### src/rtl/sar_logic.sv
// Successive-approximation controller: sample phase, MSB-first comparator trials
// with a per-trial timeout, and result capture for the capacitor driver.
module sar_logic #(
    parameter int NBITS         = 16,
    parameter int SAMPLE_CYCLES = 2,
    parameter int COMP_TIMEOUT  = 8
) (
    input  logic             clk_i,
    input  logic             rst_n_i,
    input  logic             start_i,
    input  logic             invert_en_i,
    output logic             comp_req_o,
    input  logic             comp_valid_i,
    input  logic             comp_out_i,
    output logic             sample_o,
    output logic [NBITS-1:0] dac_state_o,
    output logic             dac_drive_invert_o,
    output logic             busy_o,
    output logic [NBITS-1:0] result_o,
    output logic             result_valid_o,
    output logic             timeout_err_o
);

    localparam int CNT_MAX = (SAMPLE_CYCLES > COMP_TIMEOUT) ? SAMPLE_CYCLES : COMP_TIMEOUT;
    localparam int CW      = $clog2(CNT_MAX + 1);
    localparam int IW      = (NBITS > 1) ? $clog2(NBITS) : 1;

    typedef enum logic [1:0] {
        S_IDLE,
        S_SAMPLE,
        S_COMPARE,
        S_WAIT
    } state_t;

    state_t           state_q, state_d;
    logic [CW-1:0]    cnt_q, cnt_d;
    logic [IW-1:0]    idx_q, idx_d;
    logic [IW-1:0]    idx_m1;
    logic [NBITS-1:0] dac_q, dac_d;
    logic [NBITS-1:0] res_q, res_d;
    logic             inv_q, inv_d;
    logic             busy_q, busy_d;
    logic             sample_q, sample_d;
    logic             req_q, req_d;
    logic             rv_q, rv_d;
    logic             to_q, to_d;
    logic             decide;
    logic             bit_val;

    assign idx_m1 = idx_q - 1'b1;

    always_ff @(posedge clk_i) begin
        if (!rst_n_i) begin
            state_q  <= S_IDLE;
            cnt_q    <= '0;
            idx_q    <= IW'(NBITS - 1);
            dac_q    <= '0;
            res_q    <= '0;
            inv_q    <= 1'b0;
            busy_q   <= 1'b0;
            sample_q <= 1'b0;
            req_q    <= 1'b0;
            rv_q     <= 1'b0;
            to_q     <= 1'b0;
        end else begin
            state_q  <= state_d;
            cnt_q    <= cnt_d;
            idx_q    <= idx_d;
            dac_q    <= dac_d;
            res_q    <= res_d;
            inv_q    <= inv_d;
            busy_q   <= busy_d;
            sample_q <= sample_d;
            req_q    <= req_d;
            rv_q     <= rv_d;
            to_q     <= to_d;
        end
    end

    always_comb begin
        state_d  = state_q;
        cnt_d    = cnt_q;
        idx_d    = idx_q;
        dac_d    = dac_q;
        res_d    = res_q;
        inv_d    = inv_q;
        busy_d   = busy_q;
        sample_d = sample_q;
        req_d    = 1'b0;
        rv_d     = 1'b0;
        to_d     = to_q;
        decide   = 1'b0;
        bit_val  = 1'b0;

        case (state_q)
            S_IDLE: begin
                // A start landing in the result_valid cycle is deliberately dropped.
                if (start_i && !rv_q) begin
                    state_d  = S_SAMPLE;
                    inv_d    = invert_en_i;
                    dac_d    = '0;
                    to_d     = 1'b0;
                    busy_d   = 1'b1;
                    sample_d = 1'b1;
                    cnt_d    = '0;
                end
            end
            S_SAMPLE: begin
                if (cnt_q == CW'(SAMPLE_CYCLES - 1)) begin
                    sample_d = 1'b0;
                    dac_d    = NBITS'(1) << (NBITS - 1);
                    idx_d    = IW'(NBITS - 1);
                    req_d    = 1'b1;
                    state_d  = S_COMPARE;
                end else begin
                    cnt_d = cnt_q + 1'b1;
                end
            end
            S_COMPARE: begin
                cnt_d   = '0;
                state_d = S_WAIT;
            end
            S_WAIT: begin
                cnt_d = cnt_q + 1'b1;
                // A valid decision beats a timeout landing in the same cycle.
                if (comp_valid_i) begin
                    decide  = 1'b1;
                    bit_val = comp_out_i;
                end else if (cnt_q == CW'(COMP_TIMEOUT - 1)) begin
                    decide  = 1'b1;
                    bit_val = 1'b0;
                    to_d    = 1'b1;
                end
                if (decide) begin
                    dac_d[idx_q] = bit_val;
                    if (idx_q != '0) begin
                        dac_d[idx_m1] = 1'b1;
                        idx_d         = idx_m1;
                        req_d         = 1'b1;
                        state_d       = S_COMPARE;
                    end else begin
                        res_d   = dac_d;
                        rv_d    = 1'b1;
                        busy_d  = 1'b0;
                        state_d = S_IDLE;
                    end
                end
            end
            default: state_d = S_IDLE;
        endcase
    end

    assign comp_req_o         = req_q;
    assign sample_o           = sample_q;
    assign dac_state_o        = dac_q;
    assign dac_drive_invert_o = inv_q;
    assign busy_o             = busy_q;
    assign result_o           = res_q;
    assign result_valid_o     = rv_q;
    assign timeout_err_o      = to_q;

endmodule

### config.mk
export PLATFORM = sky130hd
export DESIGN_NAME = sar_logic
export DESIGN_NICKNAME = d
export VERILOG_FILES = /design/src/rtl/sar_logic.sv
export SDC_FILE = /design/constraint.sdc
export NUM_CORES = 1
export LEC_CHECK = 0
export CORE_MARGIN = 4
export CORE_UTILIZATION = 45
export DETAILED_ROUTE_END_ITERATION = 12
export PLACE_DENSITY = 0.67
export SYNTH_ARGS = -nofsm -noshare
export SYNTH_HDL_FRONTEND = slang
export SYNTH_SLANG_ARGS = --single-unit
### constraint.sdc
create_clock -name clk_i -period 4.34 [get_ports clk_i]
set_input_delay 0.868 -clock clk_i [delete_from_list [all_inputs] [get_ports clk_i]]
set_output_delay 0.868 -clock clk_i [all_outputs]
set_load 0.1 [all_outputs]
==> summary.md <==
| Metric | Value |
|---|---|
| Comb power frac | 10.3% |
| Initial antenna violation count | 0 |
| H-tree Lvls | 2 |
| Post-synth top area cell | dfxtp_1 |
| Worst path max stage delay | 1160 ps |
| Worst Tran Pin Value | approximately 1000 ps |
| Core ar. | 0.005574 mm2 |
| Critical path endpoint category | output pin |
| # Post-CTS Setup Buffers | 0 |
| First-pass GRT wire length | 10440 um |
| I/O pin total | 44 |
| Synthesized instance count | around 300 |
| DIE AREA | 0.007080 mm2 |
| Slew margin rel. | 34.22% |
| Syn. warnings | 0 |
| Post-Syn Nets | between 300 and 400 |
| DR vias/cell | around 5.6 |
| # hold bufs at CTS | 0 |
| Sequential cell area fraction in the yosys report | 36.83% |
| Drt drc | 0 |
| Critical path required time | 3470 ps |
| Startpoint types | register |
| FF+latch count, synth | 48 |
| Crit Path Class | reg2out |
| DIE WIDTH | 84.14 um |
| Final nets | 345 |
| CP Cell Sequence | clkdlybuf4s50_1 |
| Worst clock skew | ~9 ps |
| VDD IR-drop max | about 0.14 mV |
| Sink Count | 48 |
| Via count | 2260 |
| Vias in the first global route | 2119 |
| Internal power | 0.0006037 W |
| Crit path DAT | 1880 ps |
| NetSw | 0.0002204 W |
| RSZ-0062 raised after global routing | false |
| Root Buffer | clkbuf_8 |
| PD cells | 263.8 mW/mm2 |
| Bufs on Longest Clock Path | 2 |
| Post-synth ARST share | 0% |
| Total CTS buffers | 5 |
| Slew Viols, Final | 0 |
| Seq pwr share | 55.2% |
| Area Growth Syn to Fin | 19.76% |
| Final hold viol count | 0 |
| DRT antenna net count | 0 |
| Antenna Cells | 0 |
| Setup TNS | 0 ps |
| Hold slack | roughly 470 ps |
| Total Wirelength | 6213 um |
| # fillers | about 520 |
| Overflow after GRT | 0 |
| Synthesized area | 0.002609 mm2 |
| Dpl cells | between 300 and 400 |
| Post-synth EDFFs | 0 |
| Max Cap Viol | 0 |
| Iteration count of the initial detailed-routing pass | 4 |
| Min Tclk post-route | 2746 ps |
| Synth Flop Type | dfxtp_1 |
| Sw Ratio | 26.74% |
| PostCTS Resize Cnt | 0 |
| Post-Syn Area per Cell | just under 9 um2 |
| Post-DP HPWL | 4345 um |
| Max Clk Rate | 364.2 MHz |
| CTS tree | done |
| Clock slew at reported path FFs | 90 ps |
| Initial DRC count | 228 |
| Die H | approximately 84 um |
| Yosys cell types | 54 |
| Top-area cell type share of the netlist area | 36.83% |
| Final setup vio count | 0 |
| Area contributors post-synth | dfxtp_1 (37%), nand2_1 (6.5%), o211a_1 (5.8%) |
| Fin cells | slightly above 400 |
| Clock share of power | between 30% and 40% |
| Share of cells above drive strength 1 | around 6.6% |
| Static leakage | 1.418 nW |
| Clk Latency, worst-skew pair | 300 ps |
| Final worst path period share | 63.27% |
| Gp weighted congestion | 0.7898 |
| CP top delay family | buffers and inverters |
| GRT Overall Usage | 17.80% |
| Worst min path class | reg2reg |
| Largest net degree at the start of global routing | 32 |
| DR WL/cell | ~15 um |
| Area taken by flip-flops and latches | 960.9 um2 |
| Slowest stage cell, crit path | clkdlybuf4s50_1 |
| Buffers on Ports | 43 |
| CP Buf/Inv Count | 1 |
| Max Fanout on Critical Path | 3 |
| Starting Density | 46.80% |
| Run status | finished, final reports clean |
| Area of the multi-input gates | 0.001501 mm2 |
| # rows | 27 |
-- per-stage QoR --
stage          cell area [um2]  total power (W)  utilization (%)  worst slack [ps]
6_report                  3124        0.0008240            56.05              1594
4_1_cts                   3124        0.0008372            56.05              1585
3_5_place_dp              3028        0.0005499            54.32              1424
2_1_floorplan             2609        0.0005287                -              2489
3_3_place_gp              3028        0.0005492            54.32              1475
5_1_grt                   3124        0.0008581            56.05              1543
-- cells in the mapped netlist (all sizes together), types with 2 or more instances --
library cell,n
and3,5
inv,8
dfxtp,48
o211ai,3
nor2b,8
o211a,15
nor2,17
and2b,2
clkbuf,6
nor3,4
o21ai,10
buf,13
nand2b,3
a31oi,3
and2,14
nor4b,2
a21o,2
a21boi,4
ha,9
mux2i,12
nor3b,2
nand2,47
or2,2
o221ai,10
a211oi,2
a21oi,10
a22oi,2
o31a,2
nand3,16
a2bb2oi,2
-- final cells by class --
type,count,area share (%)
clock buffers,6,2.643
clock inverters,2,0.4405
inverters,8,0.9612
multi-input cells,222,48.06
flip-flops and latches,48,30.76
well taps,72,2.883
repair buffers,45,14.26
-- worst paths after layout --
| check | slack [ps] | cells after the start | to | startpoint |
|---|---|---|---|---|
| max reg2reg | 2040 | 7 | dac_state_o[6] | idx_q[0] |
| min reg2reg | 470 | 2 | dac_drive_invert_o | dac_drive_invert_o |
| max | 1590 | 1 | result_valid_o | result_valid_o |
| min | 470 | 2 | dac_drive_invert_o | dac_drive_invert_o |
-- sequential cells by signal, indices dropped and copies added (netlist names) --
register	cells
busy_o	1
result_o	16
dac_state_o	16
result_valid_o	1
comp_req_o	1
dac_drive_invert_o	1
state_q	2
timeout_err_o	1
cnt_q	4
sample_o	1
idx_q	4
-- power by group through the flow --
stage,logic (W),registers (W),clock network [W]
final,0.0000846,0.000455,0.000284
after global routing,0.0000904,0.000457,0.000311
after CTS,0.0000851,0.000455,0.000297
after detailed placement,0.0000846,0.000465,0
after global placement,0.0000839,0.000465,0
after floorplan,0.0000462,0.000482,0
-- layer usage --
metal,vias up,routed length (um),global-route usage (%)
met1,1061,3043,25.14
met5,-,0,0
met3,9,284,3.533
met4,0,91,5.556
li1,1127,-,-
met2,63,2794,27.33
-- placed cells by master, fill, tap and decap left out, drive strengths merged, types with 2 or more instances in the layout --
| cell type | instances |
|---|---|
| a21o | 2 |
| nand2 | 47 |
| dfxtp | 48 |
| a211oi | 2 |
| clkdlybuf4s50 | 43 |
| o31a | 2 |
| nor4b | 2 |
| nand2b | 3 |
| nand3 | 16 |
| nor2b | 8 |
| buf | 2 |
| and2b | 2 |
| or2 | 2 |
| inv | 9 |
| a31oi | 3 |
| nor2 | 17 |
| a21oi | 10 |
| o211a | 15 |
| clkbuf | 6 |
| and3 | 5 |
| a21boi | 4 |
| nor3 | 4 |
| a22oi | 2 |
| o211ai | 3 |
| nor3b | 2 |
| and2 | 14 |
| o221ai | 10 |
| mux2i | 12 |
| ha | 9 |
| o21ai | 10 |
| a2bb2oi | 2 |
-- cell families (layout without fill, tap and decap cells) --
kind of cell	count (synthesis)	in the layout	synth area share, %
adders and majority gates	9	9	4.317
and+or+nand+nor	128	128	26.62
xor gates and xnor gates	2	2	0.6716
AOI/OAI and AO/OA	71	71	21.34
buffers and inverters	27	61	5.611
DFF	48	48	36.83
muxes	12	12	4.605
(Power assumes the default switching activity.)
==> RTL change 1 (config.mk and constraints unchanged) <==
Register the inputs `start_i`, `invert_en_i`, `comp_valid_i` and `comp_out_i` before use, cleared by the reset. The logic sees them one clock later.
--- a/src/rtl/sar_logic.sv
+++ b/src/rtl/sar_logic.sv
@@ -33,2 +33,21 @@
     } state_t;
+
+    logic start_q;
+    logic invert_en_q;
+    logic comp_valid_q;
+    logic comp_out_q;
+
+    always_ff @(posedge clk_i) begin
+        if (!rst_n_i) begin
+            start_q      <= '0;
+            invert_en_q  <= '0;
+            comp_valid_q <= '0;
+            comp_out_q   <= '0;
+        end else begin
+            start_q      <= start_i;
+            invert_en_q  <= invert_en_i;
+            comp_valid_q <= comp_valid_i;
+            comp_out_q   <= comp_out_i;
+        end
+    end
 
@@ -97,5 +116,5 @@
                 // A start landing in the result_valid cycle is deliberately dropped.
-                if (start_i && !rv_q) begin
+                if (start_q && !rv_q) begin
                     state_d  = S_SAMPLE;
-                    inv_d    = invert_en_i;
+                    inv_d    = invert_en_q;
                     dac_d    = '0;
@@ -125,5 +144,5 @@
                 // A valid decision beats a timeout landing in the same cycle.
-                if (comp_valid_i) begin
+                if (comp_valid_q) begin
                     decide  = 1'b1;
-                    bit_val = comp_out_i;
+                    bit_val = comp_out_q;
                 end else if (cnt_q == CW'(COMP_TIMEOUT - 1)) begin
Check against the original RTL: not equivalent (a bounded check fails within 4 cycles, from zero or initial values and one cycle with rst_n_i low).
==> RTL change 1 against the unedited design <==
- count of clock-buffer cells in the layout increased by 1
- sequential cell count increased by 4
- area after synthesis increased by 4.4%
- routed wire length increased by 6.7%
- cell count decreased by 0.99%
- maximum frequency decreased by 6.6%
- sequential share of layout area increased by 1.3 points
- final area increased by 4.0%
- first-iteration DRC count decreased by 54%
- non-clock buffer count unchanged
- setup slack got worse by 0.19 ns
- total power increased by 2.9%
- largest cell class unchanged
==> RTL change 1: results (changes against the unedited design) <==
- Met3 Usage GRT: 0.0336 (was 0.0353)
- Critical Path Slowest Stage Cell: a211oi_4 (was clkdlybuf4s50_1)
- Routing usage on met1: 0.247 (was 0.251)
- Outcome: completed (unchanged)
- Critical register-to-register path endpoint: result_o[4] (was dac_state_o[6])
- Sink count of the clock tree: 52 (was 48)
- Iteration-0 DRC count of the detailed router: 105 (was 228)
- Combined area of the multi-input logic cells: 1530 um2 (was 1500 um2)
- Portion of the layout cell area used by non-clock buffers: 0.137 (was 0.143)
- Detailed route wirelength on metal2: 3.13 mm (was 2.79 mm)
- First-pass GRT wire length: 10.9 mm (was 10.4 mm)
- Met2 Usage GRT: 0.306 (was 0.273)
- Maximum fanout encountered on the critical timing path: 16 (was 3)
- Min-delay src: invert_en_q (was dac_drive_invert_o)
- Compound-gate portion of the synthesized area: 0.251 (was 0.213)
- Logic inverters: 12 (was 8)
- NetSw: 216 uW (was 220 uW)
- Leak Pwr: 1.13 nW (was 1.42 nW)
- Peak VDD IR: 0.162 mV (was 0.136 mV)
- Layout Nets: 338 (was 345)
- Parity-gate share of the synthesized area counting xor and xnor cells: 0 (was 0.00671)
- Critical Path Source: idx_q[0] (was result_valid_o)
- Setup WS pre-CTS: 1.25 ns (was 1.42 ns)
- All-layer global routing usage: 0.185 (was 0.178)
- Mux contribution to synthesized area: 0.0593 (was 0.0460)
- R2R Setup Slk: 1.40 ns (was 2.04 ns)
- Fill cell total of the finished layout: 588 (was 518)
- Family of cells with the greatest summed delay on the critical path: compound AO/OA/AOI/OAI gates (was buffers and inverters)
- Share of final layout cell area taken by clock buffers and inverters: 0.0289 (was 0.0308)
- Crit path arrival time: 3.18 ns (was 1.88 ns)
- End of the critical path: result_o[4] (was result_valid_o)
- Fraction of final layout cells with drive strength greater than 1: 0.102 (was 0.0665)
- Vias in the first global route: 2114 (was 2119)
- Number of vias after detailed routing: 2286 (was 2260)
- Dpl hpwl: 4.63 mm (was 4.34 mm)
- Detailed-routed wire length on met3: 251 um (was 284 um)
- Sequential cell area: 1040 um2 (was 961 um2)
- Flop pwr share: 0.579 (was 0.552)
- Pin count of the biggest net entering global routing: 35 (was 32)
-- RTL change 1: changes by cell type in the layout (fill, tap and decap cells not counted), moves of 6 or more --
cell	before	now
nand2_1	45	12
a211oi_2	0	14
o211a_1	15	1
nor2_1	16	29
a22o_1	1	13
o311ai_0	0	12
nand4_1	1	11
o221ai_1	10	0
nand3_1	16	7
nand3b_1	0	9
and2_1	14	6
nor2b_1	8	2
-- RTL change 1: stage by stage --
stage | instance area, um2 | total power, mW | instances | hold slack (ns) | utilization
final | 3250 | 0.848 | 399 | 0.451 | 0.552
after detailed placement | 3150 | 0.563 | 391 | 0.436 | 0.536
after floorplan | 2720 | 0.546 | 292 | 0.417 | -
after global placement | 3150 | 0.563 | 391 | 0.422 | 0.536
after global routing | 3250 | 0.874 | 399 | 0.486 | 0.552
after CTS | 3250 | 0.851 | 399 | 0.450 | 0.552
==> RTL change 2 (config.mk and constraints unchanged) <==
Without the edit above. Set the parameter `COMP_TIMEOUT` to 16 (it was 8).
--- a/src/rtl/sar_logic.sv
+++ b/src/rtl/sar_logic.sv
@@ -5,3 +5,3 @@
     parameter int SAMPLE_CYCLES = 2,
-    parameter int COMP_TIMEOUT  = 8
+    parameter int COMP_TIMEOUT  = 16
 ) (
Function: no difference found for any inputs over 10 cycles, from zero or initial values and one cycle with rst_n_i low; that may be too few to reach the edited logic, so the function may still have changed.
==> RTL change 2 against the unedited design <==
- final area barely moved
- routed wire length up 3.5%
- synthesized cell count fell by 1.0%
- setup slack got worse by 0.059 ns
- critical endpoint is now result_o[12]
- global-route usage grew 1.2 points
- sequential share of layout area rose by 0.65 points
- via count about the same
- maximum frequency decreased by 2.1%
- non-clock buffer count is the same
- area after synthesis barely moved
- register-to-register slack worse by 0.50 ns
- total power is 0.39% lower
- sequential cell count increased by 1
- cell count shrank 1.5%
==> RTL change 2: results (changes against the unedited design) <==
- All-layer global routing usage: 0.190 (was 0.178)
- M1 wire length: 2.94 mm (was 3.04 mm)
- Count of placed standard cells including taps: 389 (was 395)
- Crit path arrival time: 3.02 ns (was 1.88 ns)
- Max transition margin: 0.346 (was 0.342)
- List of most frequent post-synthesis cells: dfxtp_1, nor2_1, nand2_1 (was dfxtp_1, nand2_1, nand3_1, nor2_1, o211a_1)
- Met3 Usage GRT: 0.0385 (was 0.0353)
- Vias in the first global route: 2139 (was 2119)
- Outcome: completed (unchanged)
- Fraction of final layout cells with drive strength greater than 1: 0.0800 (was 0.0665)
- Post-cts repair resize count: 0 (unchanged)
- Dpl hpwl: 4.57 mm (was 4.34 mm)
- Portion of the post-synthesis area used by sequential elements: 0.376 (was 0.368)
- Number of distinct library cells after synthesis: 59 (was 54)
- Flip-flop cell with the highest count after synthesis: dfxtp_1 (unchanged)
- Post-Syn Area per Cell: 8.86 um2 (was 8.78 um2)
- Detailed route wirelength on metal2: 3.12 mm (was 2.79 mm)
- Met2 Usage GRT: 0.310 (was 0.273)
- Final RePlAce weighted congestion: 0.810 (was 0.790)
- Routing usage on met1: 0.257 (was 0.251)
- Pin count of the biggest net entering global routing: 30 (was 32)
- Peak VDD IR: 0.158 mV (was 0.136 mV)
- Largest stage delay, worst path: 0.64 ns (was 1.16 ns)
- Number of standard cells in the layout, taps in and fillers out: 397 (was 403)
- First-pass GRT wire length: 11.0 mm (was 10.4 mm)
- Setup WS pre-CTS: 1.31 ns (was 1.42 ns)
- Leak Pwr: 1.21 nW (was 1.42 nW)
- Layout Nets: 341 (was 345)
- Iteration-0 DRC count of the detailed router: 135 (was 228)
- Number of vias after detailed routing: 2262 (was 2260)
- Area after DPL: 3040 um2 (was 3030 um2)
- Setup Skew: 0.00627 ns (was 0.00898 ns)
- Cell types occupying the most area after synthesis: dfxtp_1, mux2i_1, ha_1 (was dfxtp_1, nand2_1, o211a_1)
- Overall routed net length: 6.43 mm (was 6.21 mm)
==> RTL change 2: cells by family (layout without fill, tap and decap cells) <==
| logic type | after synthesis | after routing | synth area share |
|---|---|---|---|
| xor+xnor | 1 | 1 | 0.00336 |
| mux | 17 | 17 | 0.0653 |
| fa+ha+maj | 11 | 11 | 0.0528 |
| compound gates | 76 | 76 | 0.216 |
| buf+inv | 28 | 59 | 0.0490 |
| flops | 49 | 49 | 0.376 |
| simple gates | 112 | 112 | 0.237 |
==> RTL change 2: layout make-up <==
class / count / area [um2]
clock buffers: 6 / 72.6
clock inverters: 2 / 13.8
fillers: 535 / 2450
inverters: 6 / 22.5
multi-input cells: 217 / 1500
flip-flops and latches: 49 / 981
well taps: 72 / 90.1
repair buffers: 45 / 445
==> RTL change 2: final timing paths <==
kind,slack [ns],start,cells past startpoint,endpoint
worst min-delay path,0.46,result_o[0],2,result_o[0]
worst max register to register,1.54,idx_q[0],7,result_o[12]
worst max-delay path,1.54,idx_q[0],7,result_o[12]
worst min register to register,0.46,result_o[0],2,result_o[0]
==> RTL change 2: per-stage QoR <==
stage,hold WS [ns],util,power [mW]
after floorplan,0.480,-,0.539
after global placement,0.448,0.545,0.558
after detailed placement,0.449,0.545,0.558
after CTS,0.464,0.560,0.827
after global routing,0.492,0.560,0.856
final,0.462,0.560,0.821
==> RTL change 2: where the power goes <==
| group | internal, mW | switching [mW] | total (mW) |
|---|---|---|---|
| logic | 0.0256 | 0.0585 | 0.0841 |
| registers | 0.455 | 0.00844 | 0.464 |
| clock network | 0.115 | 0.158 | 0.273 |
| total | 0.596 | 0.225 | 0.821 |
